## config.mk

```make
export PLATFORM = sky130hd
export DESIGN_NAME = dvp_rgb565_transmitter
export DESIGN_NICKNAME = d
export VERILOG_FILES = /design/src/rtl/dvp_tx_pkg.sv /design/src/rtl/dvp_tx_timing.sv /design/src/rtl/dvp_rgb565_transmitter.sv
export SDC_FILE = /design/constraint.sdc
export NUM_CORES = 1
export LEC_CHECK = 0
export CORE_MARGIN = 8
export CORE_UTILIZATION = 30
export CTS_BUF_LIST = sky130_fd_sc_hd__clkbuf_16
export CTS_CLUSTER_DIAMETER = 30
export CTS_CLUSTER_SIZE = 25
export DETAILED_ROUTE_END_ITERATION = 16
export PLACE_DENSITY = 0.45
export SYNTH_ARGS = -nofsm -noshare
export SYNTH_HDL_FRONTEND = slang
export SYNTH_SLANG_ARGS = --single-unit
```

## constraint.sdc

```tcl
create_clock -name i_clk_pixel -period 2.26 [get_ports i_clk_pixel]
set_input_delay 0.339 -clock i_clk_pixel [delete_from_list [all_inputs] [get_ports i_clk_pixel]]
set_output_delay 0.339 -clock i_clk_pixel [all_outputs]
set_load 0.005 [all_outputs]
```

## src/rtl/dvp_tx_pkg.sv

```systemverilog
// Shared definitions for the DVP RGB565 camera-side transmitter.
//   CNT_W           : width of every timing counter and timing parameter
//   HIGH_BYTE_FIRST : 1 = pixel[15:8] goes out on the bus before pixel[7:0]
//   dvp_state_e     : frame timing states
package dvp_tx_pkg;

    localparam int unsigned CNT_W           = 16;
    localparam bit          HIGH_BYTE_FIRST = 1'b1;

    typedef enum logic [2:0] {
        ST_IDLE,
        ST_VSYNC,
        ST_VBACK,
        ST_ACTIVE,
        ST_HBLANK,
        ST_VFRONT
    } dvp_state_e;

endpackage

```

## src/rtl/dvp_tx_timing.sv

```systemverilog
// Frame timing generator for the DVP transmitter: state machine plus
// cycle / pixel / line counters and the byte phase bit.
//   clk, rstn : byte clock, synchronous active-low reset
//   enable    : start a frame from IDLE, or chain a new one after VFRONT
//   state     : current timing state
//   phase     : byte phase inside ACTIVE (0 = first byte of a pixel)
//   first     : first cycle of the current state
//   last      : last cycle of the current state
module dvp_tx_timing
    import dvp_tx_pkg::*;
#(
    parameter logic [CNT_W-1:0] IMAGE_SIZE_H   = 16'd256,
    parameter logic [CNT_W-1:0] IMAGE_SIZE_V   = 16'd384,
    parameter logic [CNT_W-1:0] H_BLANK_CYCLES = 16'd64,
    parameter logic [CNT_W-1:0] VSYNC_CYCLES   = 16'd512,
    parameter logic [CNT_W-1:0] V_BACK_CYCLES  = 16'd256,
    parameter logic [CNT_W-1:0] V_FRONT_CYCLES = 16'd256
) (
    input  logic       clk,
    input  logic       rstn,
    input  logic       enable,
    output dvp_state_e state,
    output logic       phase,
    output logic       first,
    output logic       last
);

    localparam logic [CNT_W-1:0] ONE = 1;

    dvp_state_e       state_q,    state_d;
    logic [CNT_W-1:0] cyc_cnt_q,  cyc_cnt_d;
    logic [CNT_W-1:0] pix_cnt_q,  pix_cnt_d;
    logic [CNT_W-1:0] line_cnt_q, line_cnt_d;
    logic             phase_q,    phase_d;

    // State register
    always_ff @(posedge clk) begin
        if (!rstn) begin
            state_q    <= ST_IDLE;
            cyc_cnt_q  <= '0;
            pix_cnt_q  <= '0;
            line_cnt_q <= '0;
            phase_q    <= 1'b0;
        end else begin
            state_q    <= state_d;
            cyc_cnt_q  <= cyc_cnt_d;
            pix_cnt_q  <= pix_cnt_d;
            line_cnt_q <= line_cnt_d;
            phase_q    <= phase_d;
        end
    end

    // Output strobes. ACTIVE ends on the second byte of the last pixel;
    // pix_cnt is used there so lines longer than the cycle counter still work.
    always_comb begin
        last = 1'b0;
        case (state_q)
            ST_VSYNC:  last = (cyc_cnt_q == VSYNC_CYCLES - ONE);
            ST_VBACK:  last = (cyc_cnt_q == V_BACK_CYCLES - ONE);
            ST_ACTIVE: last = (pix_cnt_q == IMAGE_SIZE_H - ONE) && phase_q;
            ST_HBLANK: last = (cyc_cnt_q == H_BLANK_CYCLES - ONE);
            ST_VFRONT: last = (cyc_cnt_q == V_FRONT_CYCLES - ONE);
            default:   last = 1'b0;
        endcase
        first = (state_q != ST_IDLE) && (cyc_cnt_q == '0) && (pix_cnt_q == '0);
        state = state_q;
        phase = phase_q;
    end

    // Next-state and counter update
    always_comb begin
        state_d    = state_q;
        cyc_cnt_d  = cyc_cnt_q + ONE;
        pix_cnt_d  = pix_cnt_q;
        line_cnt_d = line_cnt_q;
        phase_d    = 1'b0;
        case (state_q)
            ST_IDLE: begin
                cyc_cnt_d = '0;
                if (enable) state_d = ST_VSYNC;
            end
            ST_VSYNC: begin
                if (last) state_d = ST_VBACK;
            end
            ST_VBACK: begin
                if (last) begin
                    state_d    = ST_ACTIVE;
                    line_cnt_d = '0;
                end
            end
            ST_ACTIVE: begin
                phase_d = ~phase_q;
                if (phase_q) pix_cnt_d = pix_cnt_q + ONE;
                if (last) begin
                    pix_cnt_d = '0;
                    if (line_cnt_q == IMAGE_SIZE_V - ONE) begin
                        state_d = ST_VFRONT;
                    end else begin
                        state_d    = ST_HBLANK;
                        line_cnt_d = line_cnt_q + ONE;
                    end
                end
            end
            ST_HBLANK: begin
                if (last) state_d = ST_ACTIVE;
            end
            ST_VFRONT: begin
                if (last) state_d = enable ? ST_VSYNC : ST_IDLE;
            end
            default: state_d = ST_IDLE;
        endcase
        if (last) cyc_cnt_d = '0;
    end

endmodule

```

## src/rtl/dvp_rgb565_transmitter.sv

```systemverilog
// DVP camera-side transmitter: pulls RGB565 pixels from a valid/ready
// source and emits OV5640-style vsync / href / 8-bit data.
//   i_clk_pixel    : byte clock, forwarded as o_camera_pclk
//   i_rstn         : synchronous active-low reset
//   i_enable       : frames are generated while high
//   i_pixel_data   : RGB565 pixel {R5,G6,B5}
//   i_pixel_valid  : upstream pixel available
//   o_pixel_ready  : pixel accepted when ready & valid
//   o_camera_*     : registered vsync, href (hsync) and data bus
//   o_frame_start  : one-cycle pulse in the first VSYNC cycle
//   o_underflow    : sticky, a pixel slot found no valid pixel this frame
module dvp_rgb565_transmitter
    import dvp_tx_pkg::*;
#(
    parameter logic [CNT_W-1:0] IMAGE_SIZE_H   = 16'd256,
    parameter logic [CNT_W-1:0] IMAGE_SIZE_V   = 16'd384,
    parameter logic [CNT_W-1:0] H_BLANK_CYCLES = 16'd64,
    parameter logic [CNT_W-1:0] VSYNC_CYCLES   = 16'd512,
    parameter logic [CNT_W-1:0] V_BACK_CYCLES  = 16'd256,
    parameter logic [CNT_W-1:0] V_FRONT_CYCLES = 16'd256
) (
    input  logic        i_clk_pixel,
    input  logic        i_rstn,
    input  logic        i_enable,
    input  logic [15:0] i_pixel_data,
    input  logic        i_pixel_valid,
    output logic        o_pixel_ready,
    output logic        o_camera_pclk,
    output logic        o_camera_vsync,
    output logic        o_camera_hsync,
    output logic [7:0]  o_camera_data,
    output logic        o_frame_start,
    output logic        o_underflow
);

    dvp_state_e state;
    logic       phase;
    logic       first;
    logic       last;

    dvp_tx_timing #(
        .IMAGE_SIZE_H  (IMAGE_SIZE_H),
        .IMAGE_SIZE_V  (IMAGE_SIZE_V),
        .H_BLANK_CYCLES(H_BLANK_CYCLES),
        .VSYNC_CYCLES  (VSYNC_CYCLES),
        .V_BACK_CYCLES (V_BACK_CYCLES),
        .V_FRONT_CYCLES(V_FRONT_CYCLES)
    ) u_timing (
        .clk   (i_clk_pixel),
        .rstn  (i_rstn),
        .enable(i_enable),
        .state (state),
        .phase (phase),
        .first (first),
        .last  (last)
    );

    logic [15:0] pix_q,      pix_d;
    logic        vsync_q,    vsync_d;
    logic        hsync_q,    hsync_d;
    logic [7:0]  data_q,     data_d;
    logic        underflow_q, underflow_d;

    logic        take;
    logic [15:0] slot_pixel;

    function automatic logic [7:0] first_byte(input logic [15:0] p);
        return HIGH_BYTE_FIRST ? p[15:8] : p[7:0];
    endfunction

    function automatic logic [7:0] second_byte(input logic [15:0] p);
        return HIGH_BYTE_FIRST ? p[7:0] : p[15:8];
    endfunction

    always_ff @(posedge i_clk_pixel) begin
        if (!i_rstn) begin
            pix_q       <= '0;
            vsync_q     <= 1'b0;
            hsync_q     <= 1'b0;
            data_q      <= '0;
            underflow_q <= 1'b0;
        end else begin
            pix_q       <= pix_d;
            vsync_q     <= vsync_d;
            hsync_q     <= hsync_d;
            data_q      <= data_d;
            underflow_q <= underflow_d;
        end
    end

    // A missing pixel becomes black; timing never stalls on the source.
    always_comb begin
        take       = (state == ST_ACTIVE) && !phase;
        slot_pixel = i_pixel_valid ? i_pixel_data : '0;

        pix_d = pix_q;
        if (take) begin
            pix_d = slot_pixel;
        end else if ((state == ST_ACTIVE) && last) begin
            pix_d = '0;
        end

        underflow_d = underflow_q;
        if ((state == ST_VSYNC) && first) begin
            underflow_d = 1'b0;
        end else if (take && !i_pixel_valid) begin
            underflow_d = 1'b1;
        end

        vsync_d = (state == ST_VSYNC);
        hsync_d = (state == ST_ACTIVE);
        data_d  = '0;
        if (state == ST_ACTIVE) begin
            // First byte comes straight from the bus so it leaves one cycle
            // after acceptance; the second byte comes from the latch.
            data_d = phase ? second_byte(pix_q) : first_byte(slot_pixel);
        end
    end

    assign o_pixel_ready  = take;
    assign o_frame_start  = (state == ST_VSYNC) && first;
    assign o_camera_pclk  = i_clk_pixel;
    assign o_camera_vsync = vsync_q;
    assign o_camera_hsync = hsync_q;
    assign o_camera_data  = data_q;
    assign o_underflow    = underflow_q;

endmodule

```

==> results of run 1 <==
==> cell usage after synthesis, types with 7 or more instances <==
master	number	share of area, %
dfxtp_1	71	42
nor2_1	67	7.5
nand2_1	33	3.7
a22oi_1	16	3.6
nand3_1	16	2.4
xnor2_1	16	4.2
nor3_1	15	2.2
inv_1	13	1.5
nand4_1	12	2.2
xor2_1	11	2.9
o21ai_0	10	1.5
nor4_1	9	1.7
o22a_1	8	2.1
a21oi_1	7	1.0
o31ai_1	7	1.6
or4_1	7	1.6
==> area by class of cell <==
type / instances / share of cell area (%)
sequential: 71 / 32.4
multi-input combinational: 293 / 41.8
inverter: 14 / 1.19
clock buffer: 13 / 7.03
clock inverter: 7 / 1.25
tap: 140 / 3.97
timing repair buffer: 61 / 12.4
==> worst reg2reg max path, delay by kind of cell, from the launching register on <==
kind | cells | cell delay [ns]
flops | 1 | 0.51
simple gates | 3 | 1.04
compound gates | 2 | 0.28
buf+inv | 1 | 0.19
==> per-stage QoR <==
stage          hold WS, ns   TNS, ns  setup slack [ns]  util, %
2_1_floorplan        0.420         0             0.345        -
3_3_place_gp         0.460         0             0.135     36.4
3_5_place_dp         0.473         0            0.0937     36.4
4_1_cts              0.450  -0.00342          -0.00342     40.2
5_1_grt              0.478         0            0.0208     40.6
6_report             0.451         0             0.114     40.6
==> sequential cells by signal, indices dropped and copies added, names as in the netlist <==
| signal | cells |
|---|---|
| u_timing.line_cnt_q | 16 |
| pix_q | 8 |
| u_timing.state | 3 |
| o_camera_hsync | 1 |
| o_underflow | 1 |
| o_camera_vsync | 1 |
| u_timing.pix_cnt_q | 16 |
| u_timing.cyc_cnt_q | 16 |
| o_camera_data | 8 |
| u_timing.phase | 1 |
==> cell families (layout without fill, tap and decap cells) <==
kind of cell | count (synthesis) | in the layout | synth area share, %
AND/OR/NAND/NOR | 197 | 197 | 30.6
flip-flops | 71 | 71 | 42.5
AO/OA/AOI/OAI | 63 | 63 | 13.5
buffers and inverters | 29 | 95 | 4.19
XOR/XNOR | 27 | 27 | 7.07
adder cells (fa/ha/maj) | 5 | 5 | 1.87
multiplexers | 1 | 1 | 0.299
==> final timing paths <==
path / to / slack, ns
max: o_camera_pclk / 0.11
min: u_timing.cyc_cnt_q[0] / 0.45
max reg2reg: u_timing.line_cnt_q[15] / 0.19
min reg2reg: u_timing.cyc_cnt_q[0] / 0.45
==> repair_timing <==
action	in CTS	in global routing
setup endpoints to repair	2	7
pin swaps	3	4
resized for setup	10	10
hold endpoints to repair	0	0
buffers inserted	2	2
==> routing by layer <==
layer	GRT usage, %	share of wire (%)	vias up
met4	5.47	1.7	0
met3	4.16	4.8	14
li1	-	-	1532
met5	0	0	-
met1	14.7	50	1372
met2	18.0	44	51
==> where the power goes <==
part / leakage (nW) / switching, W / internal (W)
clock network: 0.184 / 0.000570 / 0.00109
logic: 0.796 / 0.0000466 / 0.0000582
registers: 0.575 / 0.00000495 / 0.00126
total: 1.55 / 0.000622 / 0.00240
==> flow_metrics.tcl, run 1 <==
set metrics [dict create \
    antenna_cells 0 \
    crit_start "i_clk_pixel" \
    port_buffers 33 \
    max_stage_delay_ns 0.43 \
    tightest_slew_ns 0.581 \
    reg2reg_from "u_timing.cyc_cnt_q[8]" \
    synth_area_per_cell_sq_um 8.52 \
    cp.depth 3 \
    grt_first_pass_wirelength_um 13900 \
    synth_nets 418 \
    hp-class "reg -> reg" \
    power_w 0.00303 \
    fin_area_sq_um 4420 \
    min_path_cells 1 \
    synth-async-reset-ratio_pct 0 \
    hold_start "u_timing.cyc_cnt_q[0]" \
    critical_path_required_ns 1.92 \
    r2r_cells 6 \
    io_pins 34 \
    drt-total-wl_um 8400 \
    die_x_um 122 \
    synth-edff-count 0 \
    cellLeakagePower_nw 1.55 \
    rows 38 \
    status "complete, no violations" \
    vias_per_cell 4.96 \
    hold_viol_final 0 \
    die_h_um 122 \
    grt_max_degree 28 \
    yosysUniqueCellTypes 49 \
    first_global_vias 2928 \
    drive_above_1_share_pct 14.4 \
    grt_antenna_before_repair 0 \
    maxCapViolCount 0 \
    placedCellCount 576 \
    cts_tree "done" \
    register_area_sq_um 1430 \
    grt_use_total_pct 11.8 \
    grt_overflow 0 \
    ys.flop_type "dfxtp_1" \
    cts_hold_buf 0 \
    rsz0062_at_grt "no" \
    crit_top_cell "clkbuf_16" \
    clk_pin_slew_ns 0.06 \
    ys_seq_elements 71 \
    power_density_nw_per_um2 685 \
    dieArea_sq_um 14800 \
    synth-seq-area-share_pct 42.5 \
    multiInputGateArea_sq_um 1850 \
    core_sq_um 10900 \
    drt_iter0_markers 159 \
    final_cells 599 \
    wl_per_cell_um 14.0 \
    initial_core_util_pct 30.7 \
    critPathTopFamily "buffers and inverters" \
    synth_warnings 0 \
    worstPathMaxFanout 2 \
    detail_route.first_pass.iterations 4 \
    cp_num_buf_inv 3 \
    worstPathCellList "clkbuf_16 -> clkbuf_16 -> clkdlybuf4s50_1" \
    syn_area_sq_um 3350 \
    fin_nets 479 \
    ant_nets 0 \
    area_delta_synth_final_pct 32.0 \
    final_common_cell "nor2_1" \
    worst_setup_path_start_kind "clock port" \
    dpl-instance-area_sq_um 3970 \
    synth_cells 393 \
    n_fill_cell 1114 \
    cp.arrival_ns 1.81 \
    worstSkewPairLatency_ns 0.45 \
    place_congestion 0.759 \
    final-setup-viol-count 0 \
    hpwl_um 5920 \
    slew_headroom_pct 61.2 \
    layout_common_cells "67 x nor2_1, 65 x dfxtp_1, 33 x nand2_1, 31 x clkdlybuf4s50_1, 28 x buf_4" \
    cp-end-kind "primary output" \
    finClkSkew_ns 0.00862 \
    slew_viol_final 0 \
    ir_drop_uv 441 \
    drcViolationCount 0 \
    critPathKind "clk -> out" \
    cpMaxStageDelayCell "clkdlybuf4s50_1" \
    vias 2969 \
]
Note: power is estimated with default switching activity, not from simulation.
==> inputs of run 2 (changes only) <==
--- a/config.mk
+++ b/config.mk
@@ -8,7 +8,6 @@
 export CORE_MARGIN = 8
 export CORE_UTILIZATION = 30
 export CTS_BUF_LIST = sky130_fd_sc_hd__clkbuf_16
-export CTS_CLUSTER_DIAMETER = 30
 export CTS_CLUSTER_SIZE = 25
 export DETAILED_ROUTE_END_ITERATION = 16
 export PLACE_DENSITY = 0.45
==> results of run 2 <==
Same layout as run 1: the final DEF is identical, and so are final timing and power.
==> inputs of run 3 (changes only) <==
--- a/config.mk
+++ b/config.mk
@@ -8,6 +8,7 @@
 export CORE_MARGIN = 8
 export CORE_UTILIZATION = 30
 export CTS_BUF_LIST = sky130_fd_sc_hd__clkbuf_16
+export CTS_CLUSTER_DIAMETER = 100
 export CTS_CLUSTER_SIZE = 25
 export DETAILED_ROUTE_END_ITERATION = 16
 export PLACE_DENSITY = 0.45
==> results of run 3 <==
Same layout as run 1: the final DEF is identical, and so are final timing and power.
